`src/rtl/rename_pkg.sv`:
```
// Shared rename-stage constants and types for the physical register free list.
package rename_pkg;

  localparam int unsigned PHY_W     = 8;
  localparam int unsigned NUM_PHY   = 128;
  localparam int unsigned NUM_ARCH  = 32;
  localparam int unsigned NUM_PAGES = 8;

  // Encodings that never name a real physical register.
  localparam logic [PHY_W-1:0] PHY_NONE   = 8'hFF;
  localparam logic [PHY_W-1:0] PHY_UNUSED = 8'hFE;

  typedef logic [PHY_W-1:0] phy_t;

endpackage

```
`src/rtl/free_list_ckpt.sv`:
```
// Checkpoint store for the free-list head pointer.
// Ports: clk, reset (async active-low), wr_en_i/wr_page_i/wr_ptr_i (single write
// port), rd_page_i -> rd_ptr_o (asynchronous read port).
module free_list_ckpt #(
  parameter int unsigned NUM_PAGES = 8,
  parameter int unsigned PAGE_W    = 3,
  parameter int unsigned PTR_W     = 8
) (
  input  logic              clk,
  input  logic              reset,
  input  logic              wr_en_i,
  input  logic [PAGE_W-1:0] wr_page_i,
  input  logic [PTR_W-1:0]  wr_ptr_i,
  input  logic [PAGE_W-1:0] rd_page_i,
  output logic [PTR_W-1:0]  rd_ptr_o
);

  logic [PTR_W-1:0] page_q [NUM_PAGES];

  // Page register file; every page comes out of reset pointing at head 0.
  always_ff @(posedge clk or negedge reset) begin
    if (!reset) begin
      for (int i = 0; i < int'(NUM_PAGES); i++) page_q[i] <= '0;
    end else if (wr_en_i) begin
      page_q[wr_page_i] <= wr_ptr_i;
    end
  end

  assign rd_ptr_o = page_q[rd_page_i];

endmodule

```
`src/rtl/free_list.sv`:
```
// Circular free list of physical registers with head-pointer checkpoints.
// Ports: clk, reset (async active-low); alloc_req -> alloc_phy/alloc_valid
// (show-ahead head entry); free_valid/free_phy return a register to the tail;
// save_state/save_page and restore_state/restore_page snapshot/roll back the
// head; count/empty/full report occupancy; overflow flags a dropped free.
module free_list
  import rename_pkg::PHY_W, rename_pkg::PHY_NONE, rename_pkg::PHY_UNUSED, rename_pkg::phy_t;
#(
  parameter int unsigned NUM_PHY   = 128,
  parameter int unsigned NUM_ARCH  = 32,
  parameter int unsigned NUM_PAGES = 8,
  localparam int unsigned PAGE_W   = $clog2(NUM_PAGES)
) (
  input  logic              clk,
  input  logic              reset,
  input  logic              alloc_req,
  output logic [PHY_W-1:0]  alloc_phy,
  output logic              alloc_valid,
  input  logic              free_valid,
  input  logic [PHY_W-1:0]  free_phy,
  input  logic              save_state,
  input  logic [PAGE_W-1:0] save_page,
  input  logic              restore_state,
  input  logic [PAGE_W-1:0] restore_page,
  output logic [PHY_W-1:0]  count,
  output logic              empty,
  output logic              full,
  output logic              overflow
);

  localparam int unsigned IDX_W = $clog2(NUM_PHY);
  localparam int unsigned PTR_W = IDX_W + 1;

  // Advance a pointer: index wraps at NUM_PHY-1 and the wrap bit toggles.
  function automatic logic [PTR_W-1:0] ptr_inc(input logic [PTR_W-1:0] p);
    logic [PTR_W-1:0] r;
    if (p[IDX_W-1:0] == IDX_W'(NUM_PHY - 1)) r = {~p[IDX_W], IDX_W'(0)};
    else                                      r = p + PTR_W'(1);
    return r;
  endfunction

  phy_t             mem_q [NUM_PHY];
  logic [PTR_W-1:0] head_q, head_d;
  logic [PTR_W-1:0] tail_q, tail_d;
  logic             overflow_q, overflow_d;
  logic [PTR_W-1:0] cnt_c;
  logic [PTR_W-1:0] ckpt_rd_c;
  logic [PTR_W-1:0] head_post_alloc_c;
  logic             do_alloc_c, do_free_c, drop_c, push_c, ckpt_we_c;

  // Occupancy is tail - head modulo 2*NUM_PHY.
  always_comb begin
    cnt_c = PTR_W'(tail_q[IDX_W-1:0]) - PTR_W'(head_q[IDX_W-1:0]);
    if (tail_q[IDX_W] != head_q[IDX_W]) cnt_c = cnt_c + PTR_W'(NUM_PHY);
  end

  assign empty       = (cnt_c == '0);
  assign full        = (cnt_c == PTR_W'(NUM_PHY));
  assign count       = PHY_W'(cnt_c);
  assign alloc_valid = !empty;
  assign alloc_phy   = empty ? PHY_NONE : mem_q[head_q[IDX_W-1:0]];
  assign overflow    = overflow_q;

  // Next-state: a restore overrides this cycle's alloc; a free is dropped only
  // when the list is still full after the alloc is accounted for.
  always_comb begin
    do_alloc_c        = alloc_req && !empty && !restore_state;
    do_free_c         = free_valid && (free_phy != PHY_NONE) && (free_phy != PHY_UNUSED);
    drop_c            = do_free_c && full && !do_alloc_c;
    push_c            = do_free_c && !drop_c;
    head_post_alloc_c = do_alloc_c ? ptr_inc(head_q) : head_q;
    ckpt_we_c         = save_state && !restore_state;
    head_d            = restore_state ? ckpt_rd_c : head_post_alloc_c;
    tail_d            = push_c ? ptr_inc(tail_q) : tail_q;
    overflow_d        = overflow_q || drop_c;
  end

  // Pointer, flag and storage registers; reset maps phys 0..NUM_ARCH-1 as in use.
  always_ff @(posedge clk or negedge reset) begin
    if (!reset) begin
      head_q     <= '0;
      tail_q     <= PTR_W'(NUM_PHY - NUM_ARCH);
      overflow_q <= 1'b0;
      for (int i = 0; i < int'(NUM_PHY); i++) begin
        mem_q[i] <= (i < int'(NUM_PHY - NUM_ARCH)) ? PHY_W'(NUM_ARCH + 32'(i)) : '0;
      end
    end else begin
      head_q     <= head_d;
      tail_q     <= tail_d;
      overflow_q <= overflow_d;
      if (push_c) mem_q[tail_q[IDX_W-1:0]] <= free_phy;
    end
  end

  free_list_ckpt #(
    .NUM_PAGES (NUM_PAGES),
    .PAGE_W    (PAGE_W),
    .PTR_W     (PTR_W)
  ) u_ckpt (
    .clk       (clk),
    .reset     (reset),
    .wr_en_i   (ckpt_we_c),
    .wr_page_i (save_page),
    .wr_ptr_i  (head_post_alloc_c),
    .rd_page_i (restore_page),
    .rd_ptr_o  (ckpt_rd_c)
  );

endmodule

```
`config.mk`:
```
export PLATFORM = sky130hd
export DESIGN_NAME = free_list
export DESIGN_NICKNAME = d
export VERILOG_FILES = /design/src/rtl/rename_pkg.sv /design/src/rtl/free_list_ckpt.sv /design/src/rtl/free_list.sv
export SDC_FILE = /design/constraint.sdc
export NUM_CORES = 2
export LEC_CHECK = 0
export BUFFER_PORTS_ARGS = -buffer_cell sky130_fd_sc_hd__buf_4
export CAP_MARGIN = 20
export CORE_MARGIN = 2
export CORE_UTILIZATION = 60
export DETAILED_ROUTE_END_ITERATION = 10
export PLACE_DENSITY = 0.76
export SLEW_MARGIN = 20
export SYNTH_ARGS = -nofsm -noshare
export SYNTH_HDL_FRONTEND = slang
export SYNTH_SLANG_ARGS = --single-unit
```
`constraint.sdc`:
```
create_clock -name clk -period 11.5 [get_ports clk]
set_input_delay 2.3 -clock clk [delete_from_list [all_inputs] [get_ports clk]]
set_output_delay 2.3 -clock clk [all_outputs]
set_load 0.01 [all_outputs]
```
Word-level counts from Yosys, hierarchy flattened
Cells that the tools add are included.
{"block": "classes", "bitwise": 6, "muxes": 18, "n_reduce_logical": 16, "magnitude_cmp": 6, "n_eq_ne": 6, "n_addsub": 4}
{"op": "1024-bit bitwise mux", "n": 1}
{"op": "8-bit 2-to-1 mux", "n": 12}
{"op": "64-bit bitwise mux", "n": 1}
{"op": "8-bit binary-select mux with 7-bit select", "n": 1}
{"op": "8-bit demux with 7-bit select", "n": 1}
{"op": "8-bit binary-select mux with 3-bit select", "n": 1}
{"op": "8-bit demux with 3-bit select", "n": 1}
{"op": "8-bit by 1-bit adder with 8-bit output, second input constant", "n": 2}
{"op": "8-bit greater-or-equal comparator, second input constant", "n": 2}
{"op": "8-bit != test, second input constant", "n": 2}
{"op": "7-bit NOT with 8-bit output", "n": 2}
{"op": "7-bit equality test, second input constant", "n": 2}
{"op": "1-bit logical AND", "n": 10}
{"op": "8-bit adder, second input constant", "n": 1}
{"op": "8-bit equality test, second input constant", "n": 1}
{"op": "4-bit greater-or-equal comparator, second input constant", "n": 2}
{"op": "8-bit zero test", "n": 1}
{"op": "8-bit by 1-bit < comparator with 1-bit output, second input constant", "n": 1}
{"op": "3-bit NOT with 4-bit output", "n": 2}
{"op": "7-bit by 7-bit subtractor with 8-bit output", "n": 1}
{"op": "1-bit zero test", "n": 4}
{"op": "4-bit by 1-bit < comparator with 1-bit output, second input constant", "n": 1}
{"op": "1-bit NOT", "n": 2}
{"op": "1-bit logical OR", "n": 1}
{"op": "1-bit != test", "n": 1}
{"block": "word_totals", "output_inout_bits": 20, "reg_bits": 1105, "input_bits": 20}

Depth between registers and ports, before layout
{"block": "depth", "ltp_word": 11, "mapped_depth": 14}

Modules after synthesis
From an unflattened synthesis, not the netlist that was laid out.
{"block": "unflattened", "hier_cells": 3530, "area_unflattened_um2": 52497.8}
{"module": "free_list", "seq_area_each_um2": 26512.9, "cells_each": 3358, "area_per_inst_um2": 49505.0, "instances": 1}
{"module": "free_list_ckpt", "seq_area_each_um2": 1601.5, "cells_each": 172, "area_per_inst_um2": 2992.9, "instances": 1}

Worst setup path after synthesis
Ideal clock, no wire load.
{"block": "synth_path", "kind": "register to output", "from": "register head_q[3]", "to": "output alloc_phy[0]", "n_path_buf": 3, "path_slack_ns": 5.974, "arrival_time_ns": 3.226, "path_stages_with_launch": 14, "required_time_ns": 9.200, "path_cell_list": "dfrtp_1 > inv_1 > clkbuf_1 > buf_1 > ha_1 > nand2_1 > a211oi_1 > o311a_1 > or2_2 > inv_1 > or4_1 > clkbuf_1 > inv_1 > a21o_1"}
{"block": "synth_via", "elab_chain_len": 5}
{"item": "start, declared", "line": "free_list.sv:43", "text": "logic [PTR_W-1:0] head_q, head_d;"}
{"item": "start signal, assigned", "line": "free_list.sv:81", "text": "head_q <= '0;"}
{"item": "start signal, assigned", "line": "free_list.sv:88", "text": "head_q <= head_d;"}
{"item": "7-bit by 7-bit subtractor with 8-bit output *", "line": "free_list.sv:53", "text": "cnt_c = PTR_W'(tail_q[IDX_W-1:0]) - PTR_W'(head_q[IDX_W-1:0]);"}
{"item": "8-bit adder", "line": "free_list.sv:54", "text": "if (tail_q[IDX_W] != head_q[IDX_W]) cnt_c = cnt_c + PTR_W'(NUM_PHY);"}
{"item": "8-bit 2-to-1 mux *", "line": "free_list.sv:54"}
{"item": "named net count[7]", "line": "free_list.sv:25", "text": "output logic [PHY_W-1:0] count,"}
{"item": "8-bit zero test *", "line": "free_list.sv:57", "text": "assign empty = (cnt_c == '0);"}
{"item": "named net empty", "line": "free_list.sv:26", "text": "output logic empty,"}
{"item": "8-bit 2-to-1 mux *", "line": "free_list.sv:61", "text": "assign alloc_phy = empty ? PHY_NONE : mem_q[head_q[IDX_W-1:0]];"}
{"item": "end, declared", "line": "free_list.sv:17", "text": "output logic [PHY_W-1:0] alloc_phy,"}
Mark *: on every way through the listed nets, which the timed path passes. The rest lies on a longest branch. The select of a mux whose other input is x is not followed.

Worst setup path in the final report
{"block": "layout_path", "from": "register head_q[2]", "to": "output alloc_phy[4]"}
{"block": "layout_via", "elab_chain_len": 5}
{"item": "7-bit by 7-bit subtractor with 8-bit output or 7-bit NOT with 8-bit output (tied branches)", "line": "free_list.sv:53, free_list.sv:61"}
{"item": "8-bit adder or 8-bit binary-select mux with 7-bit select (tied branches)", "line": "free_list.sv:54, free_list.sv:61"}
{"item": "8-bit 2-to-1 mux (on tied branches)", "line": "free_list.sv:54, free_list.sv:61"}
{"item": "8-bit zero test or 8-bit 2-to-1 mux (tied branches)", "line": "free_list.sv:57, free_list.sv:61"}
{"item": "8-bit 2-to-1 mux *", "line": "free_list.sv:61"}
Every way passes the cells marked *; elsewhere a longest branch is shown, timed or not. The select of a mux whose other input is x is not followed.

==> flow_metrics.env <==
export IMPL_status="completed"
export IMPL_drtIter0Drc=2622
export IMPL_ys_seq_area_share_pct=53.75
export IMPL_worstSetupPathType="register to primary output"
export IMPL_crit_required_ns=9.20
export IMPL_dpl_instance_area_um2=53510
export IMPL_cp_arrival_ns=5.14
export IMPL_fin_area_um2=57540
export IMPL_hold_end="mem_q[210]"
export IMPL_die_area_um2=89560
export IMPL_grt_pass1_vias=33080
export IMPL_placement_rows=108
export IMPL_n_fill_cell=5790
export IMPL_gp_congestion=0.9681
export IMPL_hold_path_depth=1
export IMPL_syn_inst=3455
export IMPL_tightest_slew_ns=1.171
export IMPL_ys_async_sr_fraction_pct=100.0
export IMPL_post_route_util_pct=66.43
export IMPL_synth_flop_cell="dfrtp_1"
export IMPL_grt_pass1_wl_mm=203.5
export IMPL_dieWidth_um=299.3
export IMPL_rrSetupSlack_ns=5.12
export IMPL_area_growth_pct=10.00
export IMPL_yosysUniqueCellTypes=65
export IMPL_power_density_nw_per_um2=259.1
export IMPL_ios=40
export IMPL_grt_overflow_total=0
export IMPL_fin_tns_setup_ns=0
export IMPL_hold_class="register to register"
export IMPL_r2r_start="head_q[2]"
export IMPL_register_area_um2=28130
export IMPL_timing_rr_end="mem_q[160]"
export IMPL_gr_usage_all_layers_pct=29.84
export IMPL_final_common_cell="mux2_2"
export IMPL_drv_slew=0
export IMPL_cts_tree="done"
export IMPL_synth_fp_nets=3485
export IMPL_vias_per_cell=6.610
export IMPL_min_from="mem_q[210]"
export IMPL_dp_final_hpwl_mm=83.40
export IMPL_core_um2=86620
export IMPL_start_util_pct=60.39
export IMPL_worst_clock_skew_ns=0.03297
export IMPL_syn_area_per_cell_um2=15.14
export IMPL_cap_violations=0
export IMPL_cts_setup_buffers=0
export IMPL_grt_setup_unrepaired="no"
export IMPL_synth_enable_flop_cells=0
export IMPL_dr_pass1_iters=6
export IMPL_clk_pin_slew_worst_paths_ns=0.06
export IMPL_synth_warnings=0
export IMPL_port_buffers=39
export IMPL_peakVddDrop_v=0.0002299
export IMPL_numCtsBuffers=113
export IMPL_grt_max_degree=181
export IMPL_final_antenna_net_count=0
export IMPL_whs_ns=0.4852
export IMPL_min_period_over_period_pct=64.67
export IMPL_hold_viol_final=0
export IMPL_antenna_found_initial=1
export IMPL_routed_wl_mm=131.0
export IMPL_max_freq_mhz=134.5
export IMPL_clock_root_buffer="clkbuf_16"
export IMPL_post_route_drc_count=0
export IMPL_cp_max_fo=42
export IMPL_ff2ff_path_depth=11
export IMPL_cp_start_kind="register"
export IMPL_p_leak_nw=24.69
export IMPL_crit_path_end_kind="primary output"
export IMPL_mostFrequentLayoutCells="mux2_2, dfrtp_1, dfstp_2"
export IMPL_post_cts_resized=0
export IMPL_die_h_um=299.3
export IMPL_drive_gt1_share_pct=57.66
export IMPL_dr_total_vias=30800
export IMPL_fin_crit_ns=7.437
export IMPL_startpoint="head_q[2]"
export IMPL_hold_buffers=0
export IMPL_relSlewSlack_pct=21.68
export IMPL_clk_path_buf_depth=3
export IMPL_clk_latency_ns=0.72
export IMPL_ys_ff_latch=1105
export IMPL_nets=3433
export IMPL_final_setup_viol_count=0
export IMPL_htree_levels=3
export IMPL_syn_area_um2=52310
export IMPL_cts_sinks=1105
export IMPL_wl_per_cell_um=28.12
export IMPL_multi_input_area_um2=23090
[area by class of cell]
type / instances / area share, %
Antenna cell: 2 / 0.008698
Clock buffer: 171 / 5.871
Clock inverter: 44 / 1.087
Inverter: 21 / 0.1370
Multi-Input combinational cell: 2074 / 40.14
Sequential cell: 1105 / 48.88
Tap cell: 1155 / 2.511
Timing Repair Buffer: 88 / 1.370
[worst max-delay path by stage]
stage	endpoint	depth (start not counted)	slack (ns)
finish	alloc_phy[4]	10	4.06
global route	alloc_phy[4]	11	4.00
CTS	alloc_phy[4]	10	4.23
detailed placement	alloc_phy[4]	11	5.01
global placement	alloc_phy[7]	11	5.07
floorplan	alloc_phy[0]	13	5.97
[through the flow]
step	setup slack [ns]	power (mW)	std cells
after CTS	4.234	14.90	4658
after floorplan	5.974	9.196	3455
after global placement	5.073	10.74	4443
final	4.063	14.91	4660
after detailed placement	5.005	11.00	4443
after global routing	4.004	15.52	4658
[cells in the mapped netlist, types with 30 or more instances]
cell	number	area share (%)
nand2_1	56	0.40
mux2i_1	124	2.4
a22oi_1	69	0.99
mux4_2	231	9.9
a21oi_1	61	0.58
buf_2	33	0.32
nor3_4	74	2.3
nor2_1	94	0.67
o21ai_0	41	0.39
buf_1	30	0.22
clkbuf_1	182	1.3
o22ai_1	51	0.61
dfstp_2	370	19
dfrtp_1	735	35
nand3_2	34	0.65
mux2_2	1008	22
[critical path, cell delays in order, from the launching register on]
cell and delay [ns]:
dfrtp_4 0.85, clkinv_1 0.69, ha_1 0.54, nor2b_1 0.19, o2111a_1 0.26, nor4_1 0.41, o22ai_2 0.19, or4_1 0.63
inv_1 0.28, a21o_1 0.19, buf_4 0.14
[cells by family (layout without fill, tap and decap cells)]
group           count (synthesis)  after routing  share of synthesized area, %
mux                          1380           1380                         34.38
flops                        1105           1105                         53.75
xor+xnor                       14             14                        0.2488
simple gates                  373            373                         5.411
fa+ha+maj                      10             10                        0.2536
compound gates                297            297                         3.775
other cells                     0              2                             0
buf+inv                       276            324                         2.181
[registers in the layout, summed over array words and instances (netlist names)]
register / cells
u_ckpt.page_q: 64
mem_q: 1024
tail_q: 8
head_q: 8
overflow: 1
[routing by layer]
layer,vias to the layer above,share of wire [%],global-route usage [%]
met1,16570,41,40.54
met4,2,4.2,12.00
met5,-,0.0099,0
li1,12870,-,-
met2,1040,48,47.11
met3,316,7.2,6.806
[where the power goes]
part           internal, mW  total, mW  switching, mW
sequential             5.30       6.01          0.708
combinational          2.29       5.02           2.73
clock                  2.30       3.88           1.58
Power figures use the tool's default switching activity.
